===== src/rtl/egg_countdown_if.sv =====
// Control and display signals between the egg-timer front panel and the countdown core.
// The master drives commands and the slow clock level; the slave returns the count and status flags.
interface egg_countdown_if;
    logic       slow_clk;
    logic       load;
    logic       start;
    logic       stop;
    logic [6:0] set_min;
    logic [5:0] set_sec;
    logic [6:0] min_out;
    logic [5:0] sec_out;
    logic       running;
    logic       alarm;
    logic       done;

    modport master (
        output slow_clk, load, start, stop, set_min, set_sec,
        input  min_out, sec_out, running, alarm, done
    );

    modport slave (
        input  slow_clk, load, start, stop, set_min, set_sec,
        output min_out, sec_out, running, alarm, done
    );
endinterface


===== src/rtl/egg_countdown.sv =====
// Egg-timer countdown core: turns slow_clk rising edges into ticks, counts mm:ss down to zero,
// then holds a timed alarm. Every output comes straight from a flop.
module egg_countdown #(
    parameter int MAX_MIN    = 99,
    parameter int ALARM_SECS = 10
) (
    input  logic            clk_in,
    input  logic            reset,
    egg_countdown_if.slave  bus
);

    typedef enum logic [1:0] {IDLE, RUN, PAUSED, ALARM} state_t;

    state_t     state_q, state_d;
    logic       slow_clk_q;
    logic [6:0] min_q, min_d;
    logic [5:0] sec_q, sec_d;
    logic [7:0] alarm_cnt_q, alarm_cnt_d;
    logic       running_q, alarm_q, done_q, done_d;

    logic       tick;
    logic       count_zero;
    logic [6:0] load_min;
    logic [5:0] load_sec;

    assign tick       = bus.slow_clk & ~slow_clk_q;
    assign count_zero = (min_q == 7'd0) && (sec_q == 6'd0);
    assign load_min   = (bus.set_min > 7'(MAX_MIN)) ? 7'(MAX_MIN) : bus.set_min;
    assign load_sec   = (bus.set_sec > 6'd59) ? 6'd59 : bus.set_sec;

    // Command priority is stop > load > start > tick; a stop always blocks lower commands.
    always_comb begin
        // NOTE: every variable gets a default before the case so no path can infer a latch.
        state_d     = state_q;
        min_d       = min_q;
        sec_d       = sec_q;
        alarm_cnt_d = alarm_cnt_q;
        done_d      = 1'b0;

        case (state_q)
            IDLE: begin
                if (!bus.stop) begin
                    if (bus.load) begin
                        min_d = load_min;
                        sec_d = load_sec;
                    end else if (bus.start && !count_zero) begin
                        state_d = RUN;
                    end
                end
            end
            RUN: begin
                if (bus.stop) begin
                    state_d = PAUSED;
                end else if (tick) begin
                    if (sec_q != 6'd0) begin
                        sec_d = sec_q - 6'd1;
                    end else if (min_q != 7'd0) begin
                        min_d = min_q - 7'd1;
                        sec_d = 6'd59;
                    end
                    if (min_d == 7'd0 && sec_d == 6'd0) begin
                        state_d     = ALARM;
                        done_d      = 1'b1;
                        alarm_cnt_d = 8'd0;
                    end
                end
            end
            PAUSED: begin
                if (!bus.stop) begin
                    if (bus.load) begin
                        min_d   = load_min;
                        sec_d   = load_sec;
                        state_d = IDLE;
                    end else if (bus.start && !count_zero) begin
                        state_d = RUN;
                    end
                end
            end
            ALARM: begin
                if (bus.stop) begin
                    state_d = IDLE;
                end else if (tick) begin
                    alarm_cnt_d = alarm_cnt_q + 8'd1;
                    if (alarm_cnt_d == 8'(ALARM_SECS)) begin
                        state_d = IDLE;
                    end
                end
            end
            default: state_d = IDLE;
        endcase
    end

    always_ff @(posedge clk_in) begin
        if (reset) begin
            state_q     <= IDLE;
            // Reset high so a slow_clk already at 1 is not mistaken for a rising edge.
            slow_clk_q  <= 1'b1;
            min_q       <= 7'd0;
            sec_q       <= 6'd0;
            alarm_cnt_q <= 8'd0;
            running_q   <= 1'b0;
            alarm_q     <= 1'b0;
            done_q      <= 1'b0;
        end else begin
            // NOTE: state registers use non-blocking assignments so all flops update together.
            state_q     <= state_d;
            slow_clk_q  <= bus.slow_clk;
            min_q       <= min_d;
            sec_q       <= sec_d;
            alarm_cnt_q <= alarm_cnt_d;
            running_q   <= (state_d == RUN);
            alarm_q     <= (state_d == ALARM);
            done_q      <= done_d;
        end
    end

    assign bus.min_out = min_q;
    assign bus.sec_out = sec_q;
    assign bus.running = running_q;
    assign bus.alarm   = alarm_q;
    assign bus.done    = done_q;

endmodule


===== src/flat_wrapper.sv =====
// flat-port wrapper written by rule: the top's interface ports become plain ports
module egg_countdown_flat 
#(
    parameter int MAX_MIN    = 99,
    parameter int ALARM_SECS = 10
)
  (clk_in, reset, bus_slow_clk, bus_load, bus_start, bus_stop, bus_set_min, bus_set_sec, bus_min_out, bus_sec_out, bus_running, bus_alarm, bus_done);
  egg_countdown_if bus_i ();
  input  logic clk_in;
  input  logic reset;
  input wire logic [$bits(bus_i.slow_clk)-1:0] bus_slow_clk;
  input wire logic [$bits(bus_i.load)-1:0] bus_load;
  input wire logic [$bits(bus_i.start)-1:0] bus_start;
  input wire logic [$bits(bus_i.stop)-1:0] bus_stop;
  input wire logic [$bits(bus_i.set_min)-1:0] bus_set_min;
  input wire logic [$bits(bus_i.set_sec)-1:0] bus_set_sec;
  output wire logic [$bits(bus_i.min_out)-1:0] bus_min_out;
  output wire logic [$bits(bus_i.sec_out)-1:0] bus_sec_out;
  output wire logic [$bits(bus_i.running)-1:0] bus_running;
  output wire logic [$bits(bus_i.alarm)-1:0] bus_alarm;
  output wire logic [$bits(bus_i.done)-1:0] bus_done;
  assign bus_i.slow_clk = bus_slow_clk;
  assign bus_i.load = bus_load;
  assign bus_i.start = bus_start;
  assign bus_i.stop = bus_stop;
  assign bus_i.set_min = bus_set_min;
  assign bus_i.set_sec = bus_set_sec;
  assign bus_min_out = bus_i.min_out;
  assign bus_sec_out = bus_i.sec_out;
  assign bus_running = bus_i.running;
  assign bus_alarm = bus_i.alarm;
  assign bus_done = bus_i.done;
  egg_countdown #(.MAX_MIN(MAX_MIN), .ALARM_SECS(ALARM_SECS)) u_core (.clk_in(clk_in), .reset(reset), .bus(bus_i));
endmodule

===== config.mk =====
export PLATFORM = sky130hd
export DESIGN_NAME = egg_countdown_flat
export DESIGN_NICKNAME = d
export VERILOG_FILES = /design/src/rtl/egg_countdown_if.sv /design/src/rtl/egg_countdown.sv /design/src/flat_wrapper.sv
export SDC_FILE = /design/constraint.sdc
export NUM_CORES = 1
export LEC_CHECK = 0
export CAP_MARGIN = 0
export CORE_ASPECT_RATIO = 1.4
export CORE_MARGIN = 5
export CORE_UTILIZATION = 58
export CTS_BUF_LIST = sky130_fd_sc_hd__clkbuf_8
export DETAILED_ROUTE_END_ITERATION = 12
export PLACE_DENSITY_LB_ADDON = 0.3
export SLEW_MARGIN = 30
export SYNTH_ARGS = -nofsm -noshare
export SYNTH_HDL_FRONTEND = slang
export SYNTH_SLANG_ARGS = --single-unit

===== constraint.sdc =====
create_clock -name clk_in -period 3.5 [get_ports clk_in]
set_clock_uncertainty 0.1 [all_clocks]
set_input_delay 0.875 -clock clk_in [delete_from_list [all_inputs] [get_ports clk_in]]
set_output_delay 0.875 -clock clk_in [all_outputs]
set_load 0.02 [all_outputs]

==> impl_metrics.yaml <==
status:
  status: "finished, final reports clean"
cells_and_area:
  layout_commonest_cell: "clkdlybuf4s50_1"
  drive_gt1_share_pct: 7.92
  syn_to_final_growth_pct: 21.8
  final_cell_mix: "clkdlybuf4s50_1, nand2_1, dfxtp_1, nor2_1, a21oi_1"
  regArea_um2: 541
  nets: 290
  multiInputGateArea_um2: 1190
  final_area_um2: 2230
  nFillCells: 251
  antenna_cells: 0
synth:
  async_reset_ff_share_pct: 0
  ys.flop_type: "dfxtp_1"
  synth_fp_nets: 263
  synth.largest_area_cell: "dfxtp_1"
  synth-seq-cells: 27
  yosys-top-cells-area: "dfxtp_1, a21oi_1, nand2_1"
  synth_edf_count: 0
  ys_seq_area_share_pct: 29.6
  yosys_warnings: 0
  syn_area_um2: 1830
  avgSynthCellArea_um2: 7.65
  synth_top_area_share_pct: 29.6
  synth_cells: 239
  ys_types: 52
global_route:
  grt_overflow: 0
  grt_first_pass_wirelength_um: 7850
  track_usage_pct: 21.9
  grt_pass1_vias: 1760
  antenna_found_initial: 0
  grt_max_degree: 28
die:
  coreArea_um2: 3090
  die_x_um: 57.4
  fp-row-count: 24
  initial_core_util_pct: 59.1
  die-area_um2: 4390
  pin_count: 35
  die_h_um: 76.4
power:
  intPower_mw: 0.510
  p_sw_share_pct: 33.3
  p_comb_share_pct: 31.1
  p_seq_share_pct: 45.6
  p_switching_mw: 0.255
  pwr-share-clk_pct: 23.3
  leakage_nw: 0.810
  p_per_area_nw_per_um2: 344
  ir_drop_mv: 0.239
setup_path:
  crit_family: "simple AND/OR/NAND/NOR gates"
  critPathLaunchType: "flop"
  slowest_stage: "or3b_2"
  ff2ff_path_depth: 8
  critPathCaptureType: "flop"
  timing.rr.end: "u_core.alarm_cnt_q[4]$_SDFFE_PP0P_"
  max_stage_delay_ns: 0.51
  critPathBufInv: 1
  worstPathArrival_ns: 2.75
  cp_cell_sequence: "inv_1, ha_1, or3b_2, a211o_1, and3_1, nand3_2, o21bai_1, a211oi_1"
  crit-reg2reg-launch: "u_core.bus.sec_out[0]$_SDFFE_PP0P_"
  ff2ff_setup_slack_ns: 0.83
  worstPathMaxFanout: 9
  worstSetupPathType: "reg -> reg"
  required_ns: 3.58
cts:
  cts_tree: "done"
  cts.path.max_buffers: 2
  clk_pin_slew_ns: 0.09
  cts.hold.buffers_added: 0
  post-cts-setup-buffer-count: 0
  root_buffer: "clkbuf_8"
  numClockSinks: 27
  numCtsBuffers: 3
  cts_max_level: 1
  clk_latency_ns: 0.27
  cts_resized: 0
timing:
  finalHoldViolCount: 0
  setup-tns-final_ns: 0
  worst_slack_ns: 0.830
  finalCritPeriodShare_pct: 76.3
  setup_violations: 0
  fmax_mhz: 375
  finalMaxSlewViolations: 0
  rsz0062_at_grt: "no"
  worst_slew_pin_slew_ns: 0.561
  max_slew_margin_pct: 62.3
  fin_crit_ns: 2.67
routing:
  first_pass_iters: 7
  wl_per_cell_um: 15.2
  drc: 0
  dr_total_vias: 1873
  via_per_inst: 6.16
  drtAntennaViolNets: 0
  wl_um: 4630
  drt_iter0_drc: 115
placed_design:
  dp_hpwl_um: 3410
  place_ws_ns: 0.639
  routabilityCongestion: 0.921
  portBuffers: 34
  place_area_um2: 2180
worst_hold_path:
  holdPathEnd: "u_core.bus.min_out[6]$_SDFFE_PP0P_"
  hold_depth: 2
  hold_start: "u_core.bus.min_out[6]$_SDFFE_PP0P_"
  hold_path.class: "reg -> reg"
job:
  max-cap-violations: 0
power by group through the flow:
stage	Sequential (mW)	Clock, mW	Combinational, mW
after floorplan	0.361	0	0.152
after global placement	0.355	0	0.233
after detailed placement	0.355	0	0.236
after CTS	0.348	0.182	0.237
after global routing	0.352	0.196	0.264
final	0.349	0.178	0.238
worst max-delay path by stage:
stage / cells past startpoint / slack [ns] / start / to
2_1_floorplan: 8 / 1.10 / u_core.bus.sec_out[0]$_SDFFE_PP0P_ / u_core.bus.running$_SDFF_PP0_
5_1_grt: 8 / 0.66 / u_core.bus.sec_out[0]$_SDFFE_PP0P_ / u_core.alarm_cnt_q[2]$_SDFFE_PP0P_
3_5_place_dp: 6 / 0.64 / bus_stop / u_core.alarm_cnt_q[6]$_SDFFE_PP0P_
3_3_place_gp: 6 / 0.69 / bus_stop / u_core.alarm_cnt_q[6]$_SDFFE_PP0P_
6_report: 8 / 0.83 / u_core.bus.sec_out[0]$_SDFFE_PP0P_ / u_core.alarm_cnt_q[4]$_SDFFE_PP0P_
4_1_cts: 8 / 0.83 / u_core.bus.sec_out[0]$_SDFFE_PP0P_ / u_core.alarm_cnt_q[4]$_SDFFE_PP0P_
synth_stat cells (2+ instances only):
library cell  number
a211oi_1           7
a21o_1             3
a21oi_1           22
a221oi_1           2
a311oi_1           4
a31oi_1            6
a41oi_1            2
and2_1             3
clkbuf_1          14
dfxtp_1           27
ha_1               5
inv_1             11
mux2i_1            4
nand2_1           27
nand3_1            3
nand3_2            2
nand3b_1           4
nand4_1            7
nor2_1            22
nor2b_1            4
nor3_1             7
o211ai_1           5
o21ai_0            9
o21bai_1           2
o22ai_1            3
o31ai_1            2
or2_2              5
or3_1              2
or4_1              2
flip-flops by register name, summed over array words and instances, names as in the netlist:
register            cells
u_core.bus.min_out      7
u_core.bus.sec_out      6
u_core.bus.alarm        1
u_core.state_q          2
u_core.bus.done         1
u_core.bus.running      1
u_core.slow_clk_q       1
u_core.alarm_cnt_q      8
cell type report:
| cell class | count | share of cell area (%) |
|---|---|---|
| clock buffers | 3 | 1.85 |
| clock inverters | 1 | 0.169 |
| inverters | 11 | 1.85 |
| multi-input cells | 186 | 53.4 |
| flip-flops and latches | 27 | 24.3 |
| well taps | 39 | 2.19 |
| repair buffers | 37 | 16.3 |
per-layer routing:
metal | track usage (%) | share of wire [%] | wire [um]
met3 | 1.53 | 3.4 | 157
met5 | 0 | 0 | 0
met4 | 9.05 | 2.6 | 119
met1 | 26.7 | 41 | 1910
met2 | 38.2 | 53 | 2450
cells by family after synthesis:
logic type	share of synthesized area [%]
AND/OR/NAND/NOR	30.3
AO/OA/AOI/OAI	28.7
flip-flops	29.6
buffers and inverters	5.41
adder cells (fa/ha/maj)	3.42
multiplexers	2.19
XOR/XNOR	0.479
worst min-delay path, stage by stage, from the launching register on:
cell and delay (ns):
dfxtp_1 0.35, nand2_1 0.07, a21oi_1 0.05
metrics by stage:
step	total power, mW	util [%]	hold slack (ns)	std cells
floorplan	0.513	-	0.401	239
global placement	0.588	70.6	0.390	300
detailed placement	0.591	70.6	0.398	300
CTS	0.768	72.0	0.412	304
global route	0.813	72.0	0.456	304
finish	0.765	72.0	0.408	304
(Power assumes the default switching activity.)
